`config.mk`:
```
export PLATFORM = sky130hd
export DESIGN_NAME = alu_op_sequencer_flat
export DESIGN_NICKNAME = d
export VERILOG_FILES = /design/src/rtl/alu_op_sequencer_if.sv /design/src/rtl/alu_op_sequencer.sv /design/src/flat_wrapper.sv
export SDC_FILE = /design/constraint.sdc
export NUM_CORES = 1
export LEC_CHECK = 0
export BUFFER_PORTS_ARGS = -buffer_cell sky130_fd_sc_hd__buf_2
export CORE_UTILIZATION = 58
export CTS_CLUSTER_SIZE = 16
export DETAILED_ROUTE_END_ITERATION = 7
export PLACE_DENSITY_LB_ADDON = 0.15
export SLEW_MARGIN = 20
export SYNTH_ARGS = -nofsm -noshare
export SYNTH_HDL_FRONTEND = slang
export SYNTH_SLANG_ARGS = --single-unit
```
`constraint.sdc`:
```
create_clock -name clk -period 3.4 [get_ports clk]
set_input_delay 0.34 -clock clk [delete_from_list [all_inputs] [get_ports clk]]
set_output_delay 0.34 -clock clk [all_outputs]
set_load 0.03 [all_outputs]
```
`src/rtl/alu_op_sequencer_if.sv`:
```
// Command/datapath bundle between a command source and alu_op_sequencer.
// master: issues commands and returns ALU results/flags.
// slave : the sequencer; drives register-file addresses, ALU strobes and
//         completion status.
interface alu_op_sequencer_if #(
    parameter int unsigned FIFO_DEPTH = 4,
    parameter int unsigned ADDR_W     = 5,
    parameter int unsigned OP_W       = 4,
    parameter int unsigned DATA_W     = 32
);
    localparam int unsigned CNT_W = $clog2(FIFO_DEPTH) + 1;

    // command handshake
    logic              cmd_valid;
    logic              cmd_ready;
    logic [ADDR_W-1:0] cmd_ra;
    logic [ADDR_W-1:0] cmd_rb;
    logic [ADDR_W-1:0] cmd_rd;
    logic [OP_W-1:0]   cmd_op;

    // datapath control
    logic [ADDR_W-1:0] r_addr_a;
    logic [ADDR_W-1:0] r_addr_b;
    logic [ADDR_W-1:0] w_addr;
    logic [OP_W-1:0]   alu_op;
    logic              alu_en;
    logic              w_en;
    logic [DATA_W-1:0] res_in;
    logic [3:0]        flags_in;

    // completion and status
    logic              done;
    logic [DATA_W-1:0] done_res;
    logic [3:0]        done_flags;
    logic              busy;
    logic [CNT_W-1:0]  fifo_count;

    modport master (
        output cmd_valid, cmd_ra, cmd_rb, cmd_rd, cmd_op, res_in, flags_in,
        input  cmd_ready, r_addr_a, r_addr_b, w_addr, alu_op, alu_en, w_en,
               done, done_res, done_flags, busy, fifo_count
    );

    modport slave (
        input  cmd_valid, cmd_ra, cmd_rb, cmd_rd, cmd_op, res_in, flags_in,
        output cmd_ready, r_addr_a, r_addr_b, w_addr, alu_op, alu_en, w_en,
               done, done_res, done_flags, busy, fifo_count
    );
endinterface

```
`src/rtl/alu_op_sequencer.sv`:
```
// Sequences the register-file + ALU datapath one queued operation at a time:
// READ (addresses/opcode presented), EXEC (alu_en), WB (w_en unless rd==0),
// followed by a one-cycle done pulse carrying the captured result and flags.
// Ports: clk, rst (async, active-high), bus (alu_op_sequencer_if.slave).
module alu_op_sequencer #(
    parameter int unsigned FIFO_DEPTH = 4,
    parameter int unsigned ADDR_W     = 5,
    parameter int unsigned OP_W       = 4,
    parameter int unsigned DATA_W     = 32
) (
    input  logic                clk,
    input  logic                rst,
    alu_op_sequencer_if.slave   bus
);
    localparam int unsigned PTR_W = $clog2(FIFO_DEPTH);
    localparam int unsigned CNT_W = PTR_W + 1;

    typedef struct packed {
        logic [ADDR_W-1:0] ra;
        logic [ADDR_W-1:0] rb;
        logic [ADDR_W-1:0] rd;
        logic [OP_W-1:0]   op;
    } cmd_t;

    typedef enum logic [1:0] {IDLE, READ, EXEC, WB} state_t;

    state_t            state_q, state_d;
    cmd_t              fifo_mem [FIFO_DEPTH];
    logic [PTR_W-1:0]  wr_ptr_q, rd_ptr_q;
    logic [CNT_W-1:0]  count_q;
    cmd_t              cmd_in;
    cmd_t              cur_q, cur_d;
    logic              alu_en_q, alu_en_d;
    logic              w_en_q, w_en_d;
    logic              done_q, done_d;
    logic [DATA_W-1:0] done_res_q, done_res_d;
    logic [3:0]        done_flags_q, done_flags_d;
    logic              ready;
    logic              fifo_empty;
    logic              push, pop;

    // Ready is a function of occupancy only, so a full FIFO refuses a push
    // even in a cycle where the sequencer pops.
    assign ready      = (count_q < CNT_W'(FIFO_DEPTH));
    assign fifo_empty = (count_q == '0);
    assign push       = bus.cmd_valid && ready;
    assign cmd_in     = '{ra: bus.cmd_ra, rb: bus.cmd_rb, rd: bus.cmd_rd, op: bus.cmd_op};

    // Command storage; contents need no reset, occupancy is tracked by count_q.
    always_ff @(posedge clk) begin
        if (push) begin
            fifo_mem[wr_ptr_q] <= cmd_in;
        end
    end

    // FIFO pointers and occupancy; power-of-two depth lets pointers wrap freely.
    always_ff @(posedge clk or posedge rst) begin
        if (rst) begin
            wr_ptr_q <= '0;
            rd_ptr_q <= '0;
            count_q  <= '0;
        end else begin
            if (push) begin
                wr_ptr_q <= wr_ptr_q + PTR_W'(1);
            end
            if (pop) begin
                rd_ptr_q <= rd_ptr_q + PTR_W'(1);
            end
            case ({push, pop})
                2'b10:   count_q <= count_q + CNT_W'(1);
                2'b01:   count_q <= count_q - CNT_W'(1);
                default: count_q <= count_q;
            endcase
        end
    end

    // State and registered outputs.
    always_ff @(posedge clk or posedge rst) begin
        if (rst) begin
            state_q      <= IDLE;
            cur_q        <= '0;
            alu_en_q     <= 1'b0;
            w_en_q       <= 1'b0;
            done_q       <= 1'b0;
            done_res_q   <= '0;
            done_flags_q <= '0;
        end else begin
            state_q      <= state_d;
            cur_q        <= cur_d;
            alu_en_q     <= alu_en_d;
            w_en_q       <= w_en_d;
            done_q       <= done_d;
            done_res_q   <= done_res_d;
            done_flags_q <= done_flags_d;
        end
    end

    // Next state and next output values; strobes are decoded from the state
    // being entered so they are high exactly while that state is current.
    always_comb begin
        state_d      = state_q;
        pop          = 1'b0;
        cur_d        = cur_q;
        done_d       = 1'b0;
        done_res_d   = done_res_q;
        done_flags_d = done_flags_q;

        case (state_q)
            IDLE: begin
                if (!fifo_empty) begin
                    pop     = 1'b1;
                    state_d = READ;
                end
            end
            READ: state_d = EXEC;
            EXEC: state_d = WB;
            WB: begin
                done_d       = 1'b1;
                done_res_d   = bus.res_in;
                done_flags_d = bus.flags_in;
                // Chain straight into the next op to sustain one op per 3 cycles.
                if (!fifo_empty) begin
                    pop     = 1'b1;
                    state_d = READ;
                end else begin
                    state_d = IDLE;
                end
            end
            default: state_d = IDLE;
        endcase

        if (pop) begin
            cur_d = fifo_mem[rd_ptr_q];
        end
        alu_en_d = (state_d == EXEC);
        // Writes to x0 are suppressed.
        w_en_d   = (state_d == WB) && (cur_q.rd != '0);
    end

    assign bus.cmd_ready  = ready;
    assign bus.fifo_count = count_q;
    assign bus.busy       = (state_q != IDLE) || !fifo_empty;
    assign bus.r_addr_a   = cur_q.ra;
    assign bus.r_addr_b   = cur_q.rb;
    assign bus.w_addr     = cur_q.rd;
    assign bus.alu_op     = cur_q.op;
    assign bus.alu_en     = alu_en_q;
    assign bus.w_en       = w_en_q;
    assign bus.done       = done_q;
    assign bus.done_res   = done_res_q;
    assign bus.done_flags = done_flags_q;
endmodule

```
`src/flat_wrapper.sv`:
```
// flat-port wrapper written by rule: the top's interface ports become plain ports
module alu_op_sequencer_flat 
#(
    parameter int unsigned FIFO_DEPTH = 4,
    parameter int unsigned ADDR_W     = 5,
    parameter int unsigned OP_W       = 4,
    parameter int unsigned DATA_W     = 32
)
  (clk, rst, bus_cmd_valid, bus_cmd_ra, bus_cmd_rb, bus_cmd_rd, bus_cmd_op, bus_res_in, bus_flags_in, bus_cmd_ready, bus_r_addr_a, bus_r_addr_b, bus_w_addr, bus_alu_op, bus_alu_en, bus_w_en, bus_done, bus_done_res, bus_done_flags, bus_busy, bus_fifo_count);
  alu_op_sequencer_if #(.FIFO_DEPTH(FIFO_DEPTH), .ADDR_W(ADDR_W), .OP_W(OP_W), .DATA_W(DATA_W)) bus_i ();
  input  logic clk;
  input  logic rst;
  input wire logic [$bits(bus_i.cmd_valid)-1:0] bus_cmd_valid;
  input wire logic [$bits(bus_i.cmd_ra)-1:0] bus_cmd_ra;
  input wire logic [$bits(bus_i.cmd_rb)-1:0] bus_cmd_rb;
  input wire logic [$bits(bus_i.cmd_rd)-1:0] bus_cmd_rd;
  input wire logic [$bits(bus_i.cmd_op)-1:0] bus_cmd_op;
  input wire logic [$bits(bus_i.res_in)-1:0] bus_res_in;
  input wire logic [$bits(bus_i.flags_in)-1:0] bus_flags_in;
  output wire logic [$bits(bus_i.cmd_ready)-1:0] bus_cmd_ready;
  output wire logic [$bits(bus_i.r_addr_a)-1:0] bus_r_addr_a;
  output wire logic [$bits(bus_i.r_addr_b)-1:0] bus_r_addr_b;
  output wire logic [$bits(bus_i.w_addr)-1:0] bus_w_addr;
  output wire logic [$bits(bus_i.alu_op)-1:0] bus_alu_op;
  output wire logic [$bits(bus_i.alu_en)-1:0] bus_alu_en;
  output wire logic [$bits(bus_i.w_en)-1:0] bus_w_en;
  output wire logic [$bits(bus_i.done)-1:0] bus_done;
  output wire logic [$bits(bus_i.done_res)-1:0] bus_done_res;
  output wire logic [$bits(bus_i.done_flags)-1:0] bus_done_flags;
  output wire logic [$bits(bus_i.busy)-1:0] bus_busy;
  output wire logic [$bits(bus_i.fifo_count)-1:0] bus_fifo_count;
  assign bus_i.cmd_valid = bus_cmd_valid;
  assign bus_i.cmd_ra = bus_cmd_ra;
  assign bus_i.cmd_rb = bus_cmd_rb;
  assign bus_i.cmd_rd = bus_cmd_rd;
  assign bus_i.cmd_op = bus_cmd_op;
  assign bus_i.res_in = bus_res_in;
  assign bus_i.flags_in = bus_flags_in;
  assign bus_cmd_ready = bus_i.cmd_ready;
  assign bus_r_addr_a = bus_i.r_addr_a;
  assign bus_r_addr_b = bus_i.r_addr_b;
  assign bus_w_addr = bus_i.w_addr;
  assign bus_alu_op = bus_i.alu_op;
  assign bus_alu_en = bus_i.alu_en;
  assign bus_w_en = bus_i.w_en;
  assign bus_done = bus_i.done;
  assign bus_done_res = bus_i.done_res;
  assign bus_done_flags = bus_i.done_flags;
  assign bus_busy = bus_i.busy;
  assign bus_fifo_count = bus_i.fifo_count;
  alu_op_sequencer #(.FIFO_DEPTH(FIFO_DEPTH), .ADDR_W(ADDR_W), .OP_W(OP_W), .DATA_W(DATA_W)) u_core (.clk(clk), .rst(rst), .bus(bus_i));
endmodule
```
Word-level counts from Yosys, hierarchy flattened
Memory sizes are Yosys's and may differ from the RTL's. A register that Yosys moved wholly into a read port is not among the register bits.
Index checks and enable logic that the tools add are counted.
{"block": "op_classes", "addsub": 4, "mul": 0, "n_div": 0, "order_cmp": 1, "n_eq_ne": 7, "shifts": 0, "n_mux": 9, "bitwise": 0, "n_reduce_logical": 10}
{"op": "2-bit == test, second input constant", "n": 5}
{"op": "2-bit case mux with 4 select lines", "n": 1}
{"op": "1-bit 2-to-1 mux", "n": 6}
{"op": "3-bit case mux with 2 select lines", "n": 1}
{"op": "5-bit nonzero test", "n": 1}
{"op": "2-bit by 1-bit adder with 2-bit output, second input constant", "n": 2}
{"op": "2-bit by 1-bit == test with 1-bit output, second input constant", "n": 2}
{"op": "2-bit nonzero test", "n": 2}
{"op": "3-bit by 1-bit adder with 3-bit output, second input constant", "n": 1}
{"op": "3-bit logical NOT", "n": 1}
{"op": "3-bit < comparator, second input constant", "n": 1}
{"op": "3-bit by 1-bit subtractor with 3-bit output, second input constant", "n": 1}
{"op": "1-bit logical AND", "n": 2}
{"op": "2-bit logical NOT", "n": 1}
{"op": "2-bit 2-to-1 mux", "n": 1}
{"op": "2-bit OR reduction", "n": 1}
{"op": "1-bit logical NOT", "n": 1}
{"op": "1-bit logical OR", "n": 1}
{"block": "word_totals", "ff_bits": 48, "latchBits": 0, "ramBits": 76, "romBits": 0, "out_inout_bits": 63, "word_cells": 41, "memories": 1}
{"memory": "u_core.fifo_mem", "words": 4, "word_bits": 19, "rd": 1, "rd_ports_with_merged_regs": 1, "write_ports": 1, "line": "alu_op_sequencer.sv:28", "source": "cmd_t fifo_mem [FIFO_DEPTH];"}

Depth between registers and ports, before layout
Gate-level depths: netlist of the first run.
{"block": "logic_depth", "ltp_word": 5, "mapped_depth": 10}

Least setup slack after synthesis of the first run
No wires, ideal clock.
{"block": "synth_timing", "kind": "register to register", "from": "reg u_core.state_q[0]", "to": "reg u_core.count_q[2], in the netlist u_core.bus.fifo_count[2]", "t_arrival_ns": 2.098, "required_time_ns": 3.268, "slack_ns": 1.170, "stages_incl_launch_ff": 11, "path_buffers": 1, "path_cell_list": "dfrtp_1 inv_1 ha_1 nor2_1 buf_4 ha_1 inv_1 fa_1 xor2_1 nor2_1 xnor2_1"}
{"block": "synth_between", "elab_chain_len": 5, "word_cells_on_any_way": 8, "classes_between": "3 x eq/ne; 2 x mux; 3 x reduce/logical"}
{"item": "start, declared", "line": "alu_op_sequencer.sv:27", "source": "state_t state_q, state_d;"}
{"item": "start signal, assigned", "line": "alu_op_sequencer.sv:88", "source": "state_q <= state_d;"}
{"item": "2-bit == test or 2-bit logical NOT (tied branches)", "line": "alu_op_sequencer.sv:108", "source": "case (state_q)"}
{"item": "2-bit OR reduction (no line) (*)"}
{"item": "1-bit 2-to-1 mux (*)"}
{"item": "named net u_core.pop", "line": "alu_op_sequencer.sv:40", "source": "logic push, pop;"}
{"item": "2-bit by 1-bit == test with 1-bit output or 2-bit == test (tied branches)", "line": "alu_op_sequencer.sv:69", "source": "case ({push, pop})"}
{"item": "3-bit case mux with 2 select lines or 2-bit nonzero test (tied branches)"}
{"item": "end signal, assigned", "line": "alu_op_sequencer.sv:70", "source": "2'b10: count_q <= count_q + CNT_W'(1);"}
{"item": "end signal, assigned", "line": "alu_op_sequencer.sv:71", "source": "2'b01: count_q <= count_q - CNT_W'(1);"}
{"item": "end signal, assigned", "line": "alu_op_sequencer.sv:72", "source": "default: count_q <= count_q;"}
{"item": "end, declared", "line": "alu_op_sequencer.sv:30", "source": "logic [CNT_W-1:0] count_q;"}
The timed path passes the listed nets; every way through them passes the cells marked *.
A chain may end at the register's enable or synchronous reset.

Worst setup path after layout of the first run
{"block": "layout_timing", "from": "reg u_core.count_q[2], in the netlist u_core.bus.fifo_count[2]", "to": "mem u_core.fifo_mem[0][15] (netlist name), enable pin"}
{"block": "layout_between", "elab_chain_len": 4}
{"item": "3-bit < comparator", "line": "alu_op_sequencer.sv:44", "source": "assign ready = (count_q < CNT_W'(FIFO_DEPTH));"}
{"item": "1-bit logical AND", "line": "alu_op_sequencer.sv:46", "source": "assign push = bus.cmd_valid && ready;"}
{"item": "1-bit 2-to-1 mux", "line": "alu_op_sequencer.sv:51", "source": "if (push) begin"}
{"item": "1-bit 2-to-1 mux (not written as such)", "line": "alu_op_sequencer.sv:52", "source": "fifo_mem[wr_ptr_q] <= cmd_in;"}
{"item": "end, declared", "line": "alu_op_sequencer.sv:28"}
Every way passes these cells.

==> metrics, run 1 <==
Comb pwr share 40.1%; layout net count 476; final hold violations 0; Seq/Total Area, Yosys 71.9%; WP data required 3.53 ns; Final setup viols 0; Initial Utilization 59.9%; initial antenna violation count 0; DR vias 2796; max-slew violations 0; clock power share 23.7%; Final Util 74.1%; FF-to-FF path depth 2; Sw Pwr 2.71 mW; setup ws final 1.32 ns; final instance area 6810 sq um; Final period util 61.1%; average size of a mapped cell 20.1 sq um; DRC 0; die width 99.4 um; post-synthesis cell type count 28; reg2reg start u_core.bus.fifo_count[2]; final antenna-violating net count 0; initial DRC count 97; Peak VDD IR 0.588 mV; power per cell area 1110 nW/um^2; Worst Tran Pin Value 0.998 ns; cell area after synthesis 5500 sq um; FF-to-FF setup slack 1.32 ns; critical path startpoint u_core.bus.fifo_count[2]; Vias/cell 5.27; Placer Congestion 0.694; Hold Crit Class primary input to register; ys async rst share 46.9%; Die ar. 9880 sq um; cells after synthesis 274; clk sink count 143; Max Freq 481 MHz; Die Ht 99.4 um; Clock Root Buffer clkbuf_8; pin count of the biggest net entering global routing 56; r2r endpoint u_core.fifo_mem[0][15]; clk_skew 0.00833 ns; post-synthesis register bit count 143; Num CTS Buffers 17; Post-DP Area 6210 sq um; ys flop type edfxtp_1; Place WS 1.24 ns; IO Pins 121; H-tree depth 4; sequential fraction of design power 36.3%; Mapped Nets 343; EDFF count, synth 76; crit path capture type register; RSZ-0062 raised after global routing no; remaining global-route overflow 0; GRT Total Usage 19.9%; Final HPWL DP 5980 um; internal power 4.86 mW; max_cap viols 0; WL/cell 17.0 um; Synth warnings 0; setup total negative slack 0 ns; CTS tree built; layout cells sized above 1 55.2%; Site Rows 35; CP Data Arrival Time 2.21 ns; first-pass GRT wire length 14300 um; critical path type register to register; # diodes 0; leading cell type in the layout, fill and taps excluded buf_2; area of the core 9200 sq um; sw frac 35.8%; Final min period 2.08 ns; leakage 2.88 nW; Pre-Repair DR Iteration Count 4; WL final 9050 um; worst setup path end u_core.fifo_mem[0][15]; Max Root-Sink Buffers 2; CTS clk-pin slew, worst paths 0.06 ns; number of global-route vias before repair 2892; number of port buffers 120; outcome complete, no violations; crit start category register; commonest cells after routing, fill and taps aside 120 x buf_2, 76 x edfxtp_1, 67 x dfrtp_1; Storage cell area 3960 sq um; crit-path max FO 19; synth-to-layout area growth 23.8%; area occupied by multi-input gates 1450 sq um; fill count 552; Clk Latency, worst-skew pair 0.51 ns; Slew HR 33.4%
-- power groups by stage --
stage                     combinational (mW)  sequential (mW)  clock [mW]
after floorplan                         1.69             3.41           0
after global placement                  3.01             2.75           0
after detailed placement                3.07             2.78           0
after CTS                               3.08             2.75        1.83
after global routing                    3.25             2.81        1.90
final                                   3.03             2.74        1.79
-- worst min-delay path by stage --
| stage | from | end | slack, ns | cells past startpoint |
|---|---|---|---|---|
| floorplan | bus_cmd_op[0] | u_core.fifo_mem[0][0] | 0.44 | 0 |
| global route | bus_cmd_rb[0] | u_core.fifo_mem[1][9] | 0.02 | 1 |
| global placement | rst | u_core.bus.done_res[16] | 0.30 | 2 |
| finish | bus_cmd_rb[0] | u_core.fifo_mem[1][9] | 0.05 | 1 |
| detailed placement | rst | u_core.bus.done_res[16] | 0.30 | 2 |
| CTS | bus_cmd_rb[3] | u_core.fifo_mem[2][12] | 0.02 | 1 |
-- state kept, by name, indices dropped and copies added (netlist names) --
register,flops
u_core.fifo_mem,76
u_core.state_q,2
u_core.bus.alu_en,1
u_core.bus.done_res,32
u_core.wr_ptr_q,2
u_core.bus.done,1
u_core.bus.w_addr,5
u_core.bus.alu_op,4
u_core.bus.fifo_count,3
u_core.rd_ptr_q,2
u_core.bus.done_flags,4
u_core.bus.r_addr_b,5
u_core.bus.w_en,1
u_core.bus.r_addr_a,5
-- kinds of logic (layout without fill, tap and decap cells) --
group / after synthesis / in the layout / synth area share (%)
AO/OA/AOI/OAI: 4 / 4 / 0.546
XOR/XNOR: 6 / 6 / 0.955
adder cells (fa/ha/maj): 11 / 11 / 2.64
buffers and inverters: 21 / 167 / 1.95
flip-flops: 143 / 143 / 71.9
multiplexers: 75 / 75 / 20.5
AND/OR/NAND/NOR: 14 / 14 / 1.48
-- cell type report --
cell class	instances	area share, %
Sequential cell	143	58.1
Multi-Input combinational cell	110	21.2
Tap cell	111	2.04
Clock buffer	20	6.92
Clock inverter	12	1.76
Timing Repair Buffer	125	9.40
Inverter	10	0.551
-- critical path, cell delays in order, from the launching register on --
cell and delay (ns):
dfrtp_1 0.42, nor2b_1 0.41, and2_1 0.86
-- repair_timing --
action / in CTS / in global routing
hold endpoints to repair: 12 / 0
resized for setup: 0 / 0
setup endpoints to repair: 0 / 0
setup buffers: 0 / 0
hold buffers: 1 / 0
-- layer usage --
layer,share of wire (%),global-route usage [%],vias up
li1,-,-,1295
met1,44,25.8,1377
met2,49,31.1,111
met3,5.8,6.11,13
met4,1.6,9.73,0
met5,0,0,-
-- stage by stage --
stage	std cells	hold WS, ns	power (mW)
floorplan	274	0.439	5.10
global placement	498	0.297	5.76
detailed placement	498	0.301	5.85
CTS	531	0.0162	7.66
global route	531	0.0228	7.97
finish	531	0.0451	7.57
-- synth_stat cells (all sizes together) (2+ instances only) --
cell | n | area (sq um)
ha | 10 | 125
dfrtp | 67 | 1680
mux4 | 19 | 432
nand2 | 2 | 7.51
clkbuf | 2 | 7.51
buf | 9 | 62.6
xnor2 | 3 | 26.3
nor2 | 3 | 11.3
xor2 | 3 | 26.3
and2 | 4 | 25.0
inv | 10 | 37.5
edfxtp | 76 | 2280
mux2 | 55 | 687
(Power assumes the default switching activity.)
==> inputs of run 2 (changes only) <==
--- a/config.mk
+++ b/config.mk
@@ -5,8 +5,9 @@
 export SDC_FILE = /design/constraint.sdc
 export NUM_CORES = 1
 export LEC_CHECK = 0
+export ABC_AREA = 1
 export BUFFER_PORTS_ARGS = -buffer_cell sky130_fd_sc_hd__buf_2
-export CORE_UTILIZATION = 58
+export CORE_UTILIZATION = 49
 export CTS_CLUSTER_SIZE = 16
 export DETAILED_ROUTE_END_ITERATION = 7
 export PLACE_DENSITY_LB_ADDON = 0.15
==> constraint.sdc (replaced) <==
create_clock -name clk -period 1.8 [get_ports clk]
set_input_delay 0.18 -clock clk [delete_from_list [all_inputs] [get_ports clk]]
set_output_delay 0.18 -clock clk [all_outputs]
set_load 0.03 [all_outputs]
==> run 2 against run 1 <==
The flow now finishes with violations (DRC). Final cell count rose by 65%. Worst setup slack got worse by 1.3 ns. Area after synthesis rose by 7.3%. Critical path depth rose by 9. Clock-buffer cell count rose by 3. Combinational power rose by 120%. First-iteration DRC count rose by 140%.
==> metrics, run 2 <==
outcome finished with violations; violated checks DRC; top cells by count, synth 159 x nand2_1, 76 x edfxtp_1, 67 x dfrtp_1; DR vias 4203 (+50%); average size of a mapped cell 11.2 sq um (-44%); Final period util 98.5% (+37 points); Max Freq 564 MHz (+17%); critical path type register to register; CP max stage delay 0.38 ns (-0.48 ns); RSZ-0062 raised after global routing yes; Initial Utilization 51.1% (-8.8 points); WL final 12500 um (+38%); Placer Congestion 0.743 (+7.0%); Post-Place Cells 788 (+58%); Mapped Nets 595 (+73%); Site Rows 39 (+11%); ys async rst share 46.9% (unchanged); max_cap viols 0 (unchanged); EDFF count, synth 76 (unchanged); Synth warnings 0 (unchanged); power per cell area 1850 nW/um^2 (+66%); max reg flops 76 (unchanged); Max Root-Sink Buffers 2 (unchanged); worst path cell trace inv_2 > ha_4 > inv_2 > nand2_4 > inv_4 > ha_4 > inv_2 > fa_2 > nand2_2 > nand3_2 > xor2_1; pin count of the biggest net entering global routing 40 (-29%); CP Data Arrival Time 2.08 ns (-0.13 ns); crit-path max FO 2 (-17); Final setup viols 0 (unchanged); Peak VDD IR 0.919 mV (+56%); top cells by area, synth edfxtp_1 39%, dfrtp_1 28%, nand2_1 10%, mux2_1 6.9%, inv_1 3.7%; remaining global-route overflow 0 (unchanged); Hold Crit Class primary input to register; Vias/cell 4.79 (-9.1%); final hold violations 0 (unchanged); cell mode on critical path inv_2; Synth top area share 38.6% (-2.8 points); initial antenna violation count 0 (unchanged); initial DRC count 232 (+140%); IO Pins 121 (unchanged); layout net count 791 (+66%); setup ws final 0.0261 ns (-1.30 ns); cell area after synthesis 5910 sq um (+7.3%); clk_skew 0.00546 ns (-0.00287 ns); Yosys top cell by area edfxtp_1; setup total negative slack 0 ns (unchanged); commonest cells after routing, fill and taps aside 158 x nand2_1, 120 x buf_2, 76 x edfxtp_1; GRT Total Usage 21.5% (+1.6 points); CTS tree built; crit path capture type register; slowest CP cell dfrtp_1; CTS clk-pin slew, worst paths 0.06 ns (about the same); Layout Cells excl Fill 878 (+65%); max-slew violations 0 (unchanged); WL/cell 14.3 um (-16%); DRC 19 (+19); die width 112 um (+12%); WP data required 2.10 ns (-1.43 ns); post-synthesis cell type count 23 (-18%); synth-to-layout area growth 34.1%; Seq/Total Area, Yosys 67.0% (-4.9 points); Slew HR 63.4% (+30 points); first-pass GRT wire length 20300 um (+42%); fill count 834 (+51%); crit start category register; final antenna-violating net count 0 (unchanged); post-synthesis register bit count 143 (unchanged); cells after synthesis 526 (+92%); number of global-route vias before repair 4243 (+47%); Final HPWL DP 7360 um (+23%); Die Ht 112 um (+12%); Clk Latency, worst-skew pair 0.42 ns (-0.09 ns); leakage 3.81 nW (+32%); area occupied by multi-input gates 1530 sq um (+5.5%); layout cells sized above 1 30.3% (-25 points); number of port buffers 120 (unchanged); leading cell type in the layout, fill and taps excluded nand2_1; H-tree depth 4 (unchanged); Pre-Repair DR Iteration Count 6 (+2); Final min period 1.77 ns (-0.304 ns); Storage cell area 3960 sq um (about the same); area of the core 11600 sq um (+26%); Die ar. 12500 sq um (+26%); Num CTS Buffers 17 (unchanged); clk sink count 143 (unchanged); ys flop type edfxtp_1; register with the most flip-flops u_core.fifo_mem; # diodes 0 (unchanged); count leader, synth nand2_1; Place WS 0.00452 ns (-1.24 ns); Clock Root Buffer clkbuf_16; Worst Tran Pin Value 0.548 ns (-0.450 ns)
[run 2: cell types whose count changed after synthesis, sizes merged, moves of 2 or more]
cell / previous run / this run
nand3: 0 / 42
buf: 9 / 18
inv: 10 / 96
and2: 4 / 0
nor2: 3 / 7
mux4: 19 / 0
o21ai: 1 / 3
nand2: 2 / 160
mux2: 55 / 36
[run 2: path summary, 6_finish.rpt]
path                                              from                  endpoint  slack [ns]  depth (start not counted)
worst max-delay path                 u_core.state_q[1]  u_core.bus.fifo_count[2]        0.03                         11
worst min-delay path                    bus_res_in[23]   u_core.bus.done_res[23]       0.002                          2
worst max register to register       u_core.state_q[1]  u_core.bus.fifo_count[2]        0.03                         11
worst min register to register  u_core.bus.r_addr_b[3]    u_core.bus.r_addr_b[3]        0.48                          2
max in group asynchronous                          rst  u_core.bus.fifo_count[0]        0.91                          4
min in group asynchronous                          rst   u_core.bus.done_res[21]        0.38                          3
[run 2: cell type report]
type | instances | area share, %
Clock buffer | 23 | 5.91
Clock inverter | 9 | 0.553
Inverter | 97 | 4.72
Multi-Input combinational cell | 267 | 19.2
Sequential cell | 143 | 50.0
Tap cell | 143 | 2.26
Timing Repair Buffer | 196 | 17.3
[run 2: report_power, final]
group | internal [mW] | total, mW | switching (mW)
Clock | 1.80 | 3.01 | 1.21
Sequential | 4.55 | 5.00 | 0.456
Combinational | 2.23 | 6.61 | 4.37
Total | 8.58 | 14.6 | 6.04
[run 2: logic make-up after synthesis]
| group | after synthesis | synth area share (%) |
|---|---|---|
| AOI/OAI and AO/OA | 5 | 0.466 |
| xor gates and xnor gates | 5 | 0.742 |
| adders and majority gates | 11 | 2.46 |
| buffers and inverters | 116 | 8.13 |
| DFF | 143 | 67.0 |
| muxes | 36 | 6.86 |
| and+or+nand+nor | 210 | 14.3 |
[run 2: worst max-delay path: cells and delay by family, from the launching register on]
family / cells / cell delay [ns]
xor gates and xnor gates: 1 / 0.16
DFF: 1 / 0.38
and+or+nand+nor: 3 / 0.21
buffers and inverters: 4 / 0.24
adders and majority gates: 3 / 0.68
[run 2: through the flow]
| stage | instance area (sq um) | hold slack (ns) | utilization (%) | total power [mW] |
|---|---|---|---|---|
| 5_1_grt | 7920 | 0.00186 | 68.5 | 15.6 |
| 3_3_place_gp | 6830 | 0.248 | 59.1 | 11.3 |
| 2_1_floorplan | 5970 | 0.279 | - | 9.65 |
| 3_5_place_dp | 6830 | 0.256 | 59.1 | 11.5 |
| 6_report | 7920 | 0.00239 | 68.5 | 14.6 |
| 4_1_cts | 7910 | 0.00450 | 68.4 | 14.7 |
[run 2: routing by layer]
layer / track usage (%) / vias up / wire length (um)
met1: 25.5 / 1993 / 5220
met5: 0 / - / 0
met4: 9.28 / 0 / 238
met3: 5.12 / 24 / 755
met2: 37.4 / 135 / 6320
li1: - / 2051 / -
[run 2: timing repair]
action | CTS | global route
endpoints found under the hold margin | 130 | 0
resized for setup | 1 | 2
hold buffers | 55 | 0
pin swaps | 0 | 3
gates cloned | 0 | 0
setup buffers | 2 | 1
endpoints found under the setup margin | 1 | 1
==> inputs of run 3 (changes only) <==
--- a/config.mk
+++ b/config.mk
@@ -6,10 +6,10 @@
 export NUM_CORES = 1
 export LEC_CHECK = 0
 export ABC_AREA = 1
-export BUFFER_PORTS_ARGS = -buffer_cell sky130_fd_sc_hd__buf_2
-export CORE_UTILIZATION = 49
+export CORE_UTILIZATION = 57
 export CTS_CLUSTER_SIZE = 16
 export DETAILED_ROUTE_END_ITERATION = 7
+export DONT_BUFFER_PORTS = 1
 export PLACE_DENSITY_LB_ADDON = 0.15
 export SLEW_MARGIN = 20
 export SYNTH_ARGS = -nofsm -noshare
==> constraint.sdc (replaced) <==
create_clock -name clk -period 1.8 [get_ports clk]
set_input_delay 0.09 -clock clk [delete_from_list [all_inputs] [get_ports clk]]
set_output_delay 0.09 -clock clk [all_outputs]
set_load 0.03 [all_outputs]
==> run 3 against run 2 <==
The flow now finishes without violations. Global-route usage up 3.1 points. Sequential share of layout area grew 3.5 points. Clock skew rose by 0.0031 ns. Via count decreased by 9.6%. Sequential cell count stayed put. Largest cell class unchanged. Largest power group is now sequential cells.
==> metrics, run 3 (synthesized netlist as in run 2, its figures left out) <==
outcome complete, no violations; clock power share 22.8% (+2.2 points); Site Rows 36 (-7.7%); layout cells sized above 1 18.1% (-12 points); Max Root-Sink Buffers 2 (unchanged); final hold violations 0 (unchanged); max_cap viols 0 (unchanged); crit-path max FO 2 (unchanged); Final Util 74.8% (+6.3 points); sw frac 42.2% (+0.93 points); busiest layer in global routing met2; max reg flops 76 (unchanged); Clk Latency, worst-skew pair 0.52 ns (+0.10 ns); Final setup viols 0 (unchanged); Sw Pwr 6.06 mW (+0.33%); Placer Congestion 0.737 (-0.70%); Max Freq 556 MHz (-1.3%); Comb pwr share 32.2% (-13 points); met1 Use GR 29.1% (+3.6 points); CTS clk-pin slew, worst paths 0.06 ns (about the same); Hold Crit Class primary input to async pin; number of global-route vias before repair 4015 (-5.4%); FF-to-FF path depth 11 (unchanged); commonest cells after routing, fill and taps aside 158 x nand2_1, 76 x edfxtp_1, 64 x dfrtp_1; Initial Utilization 59.6% (+8.5 points); number of port buffers 0 (-100%); initial DRC count 225 (-3.0%); Peak VDD IR 1.11 mV (+21%); Clock Root Buffer clkbuf_8; # diodes 0 (unchanged); Final min period 1.80 ns (+0.0233 ns); WP data required 2.20 ns (+0.10 ns); Place WS -0.00345 ns (-0.00797 ns); power per cell area 1940 nW/um^2 (+4.9%); internal power 8.29 mW (-3.4%); WL final 12000 um (-4.0%); H-tree depth 4 (unchanged); critical path type register to register; Worst Tran Pin Value 0.438 ns (-0.110 ns); WL/cell 15.9 um (+12%); remaining global-route overflow 0 (unchanged); Post-Place Cells 661 (-16%); Stages on worst setup path 11 (unchanged); Die ar. 10800 sq um (-14%); register with the most flip-flops u_core.fifo_mem; area of the core 9910 sq um (-14%); clk_skew 0.00860 ns (+0.00314 ns); DRC 0 (-19); slowest CP cell dfrtp_1; crit path capture type register; CTS tree built; GRT Total Usage 24.6% (+3.1 points); leading cell type in the layout, fill and taps excluded nand2_1; CP Data Arrival Time 2.20 ns (+0.12 ns); cell mode on critical path inv_2; IO Pins 121 (unchanged); setup ws final 0.00277 ns (-0.0233 ns); met2 demand-to-capacity share in global routing 42.6% (+5.1 points); GR Layer Usage met3 6.54% (+1.4 points); Layout Cells excl Fill 756 (-14%); Die Ht 104 um (-7.2%); clk sink count 143 (unchanged); Vias/cell 5.03 (+5.0%); sequential fraction of design power 45.0% (+11 points); max-slew violations 0 (unchanged); DR vias 3800 (-9.6%); Final period util 99.8% (+1.3 points); Final Power 14.3 mW (-1.9%); CP bufs+invs 4 (unchanged); setup total negative slack 0 ns (unchanged); synth-to-layout area growth 25.5%; Final HPWL DP 6670 um (-9.3%); leakage 3.36 nW (-12%); crit start category register; layout net count 679 (-14%); Num CTS Buffers 17 (unchanged); Pre-Repair DR Iteration Count 4 (-2); Crit path max-delay family adder cells; first-pass GRT wire length 20000 um (-1.3%); Slew HR 70.7% (+7.4 points); worst path cell trace inv_2 > ha_4 > inv_2 > nand2_4 > inv_4 > ha_4 > inv_2 > fa_2 > nand2_1 > nand3_2 > xor2_1; initial antenna violation count 0 (unchanged); pin count of the biggest net entering global routing 66 (+65%); CP max stage delay 0.39 ns (about the same); RSZ-0062 raised after global routing yes; die width 104 um (-7.2%); final antenna-violating net count 0 (unchanged)
## run 3: cell count changes in the layout (fill, tap and decap cells not counted), moves of 2 or more
cell | before | now
buf_4 | 16 | 22
clkinv_4 | 0 | 2
clkbuf_1 | 4 | 0
clkinv_2 | 6 | 4
clkinvlp_4 | 2 | 6
dlygate4sd3_1 | 55 | 58
bufinv_16 | 0 | 2
buf_2 | 120 | 0
## run 3: area by class of cell
class,count,area [sq um]
flip-flops and latches,143,3960
fillers,607,2500
multi-input cells,267,1520
repair buffers,84,826
clock buffers,17,414
inverters,97,374
well taps,133,166
clock inverters,15,146
## run 3: metal layers
layer / vias up / part of all wire (%)
met5: - / 0
met4: 0 / 1.3
met3: 13 / 5.9
met2: 137 / 52
met1: 1826 / 41
li1: 1824 / -
## run 3: metrics by stage
stage	instance area (sq um)	hold slack [ns]
floorplan	5970	0.189
global placement	6220	-0.151
detailed placement	6220	-0.148
CTS	7380	0.157
global route	7410	0.176
finish	7410	0.147
## run 3: worst paths after layout
check | from | slack, ns | end
setup / recovery | u_core.state_q[0] | 0.003 | u_core.bus.fifo_count[2]
hold / removal | rst | 0.15 | u_core.bus.done_flags[0]
setup reg to reg | u_core.state_q[0] | 0.003 | u_core.bus.fifo_count[2]
hold reg to reg | u_core.wr_ptr_q[1] | 0.62 | u_core.wr_ptr_q[1]
max in group asynchronous | rst | 1.19 | u_core.bus.done_res[27]
min in group clk | bus_res_in[30] | 0.25 | u_core.bus.done_res[30]
## run 3: tightest hold or removal path, delay by kind of cell
family / cells / cell delay, ns
buffers and inverters: 3 / 0.98
## run 3: power groups by stage
stage | Sequential, mW | Clock (mW) | Combinational, mW
2_1_floorplan | 6.45 | 0 | 3.20
3_3_place_gp | 6.48 | 0 | 4.12
3_5_place_dp | 6.51 | 0 | 4.30
4_1_cts | 6.45 | 3.32 | 4.47
5_1_grt | 6.56 | 3.46 | 5.24
6_report | 6.46 | 3.27 | 4.62
## run 3: repair_timing
item,in CTS,in global routing
hold buffers,58,0
endpoints found under the setup margin,1,1
resized for setup,0,4
hold endpoints to repair,183,0
setup buffers,2,3
pin swaps,0,3
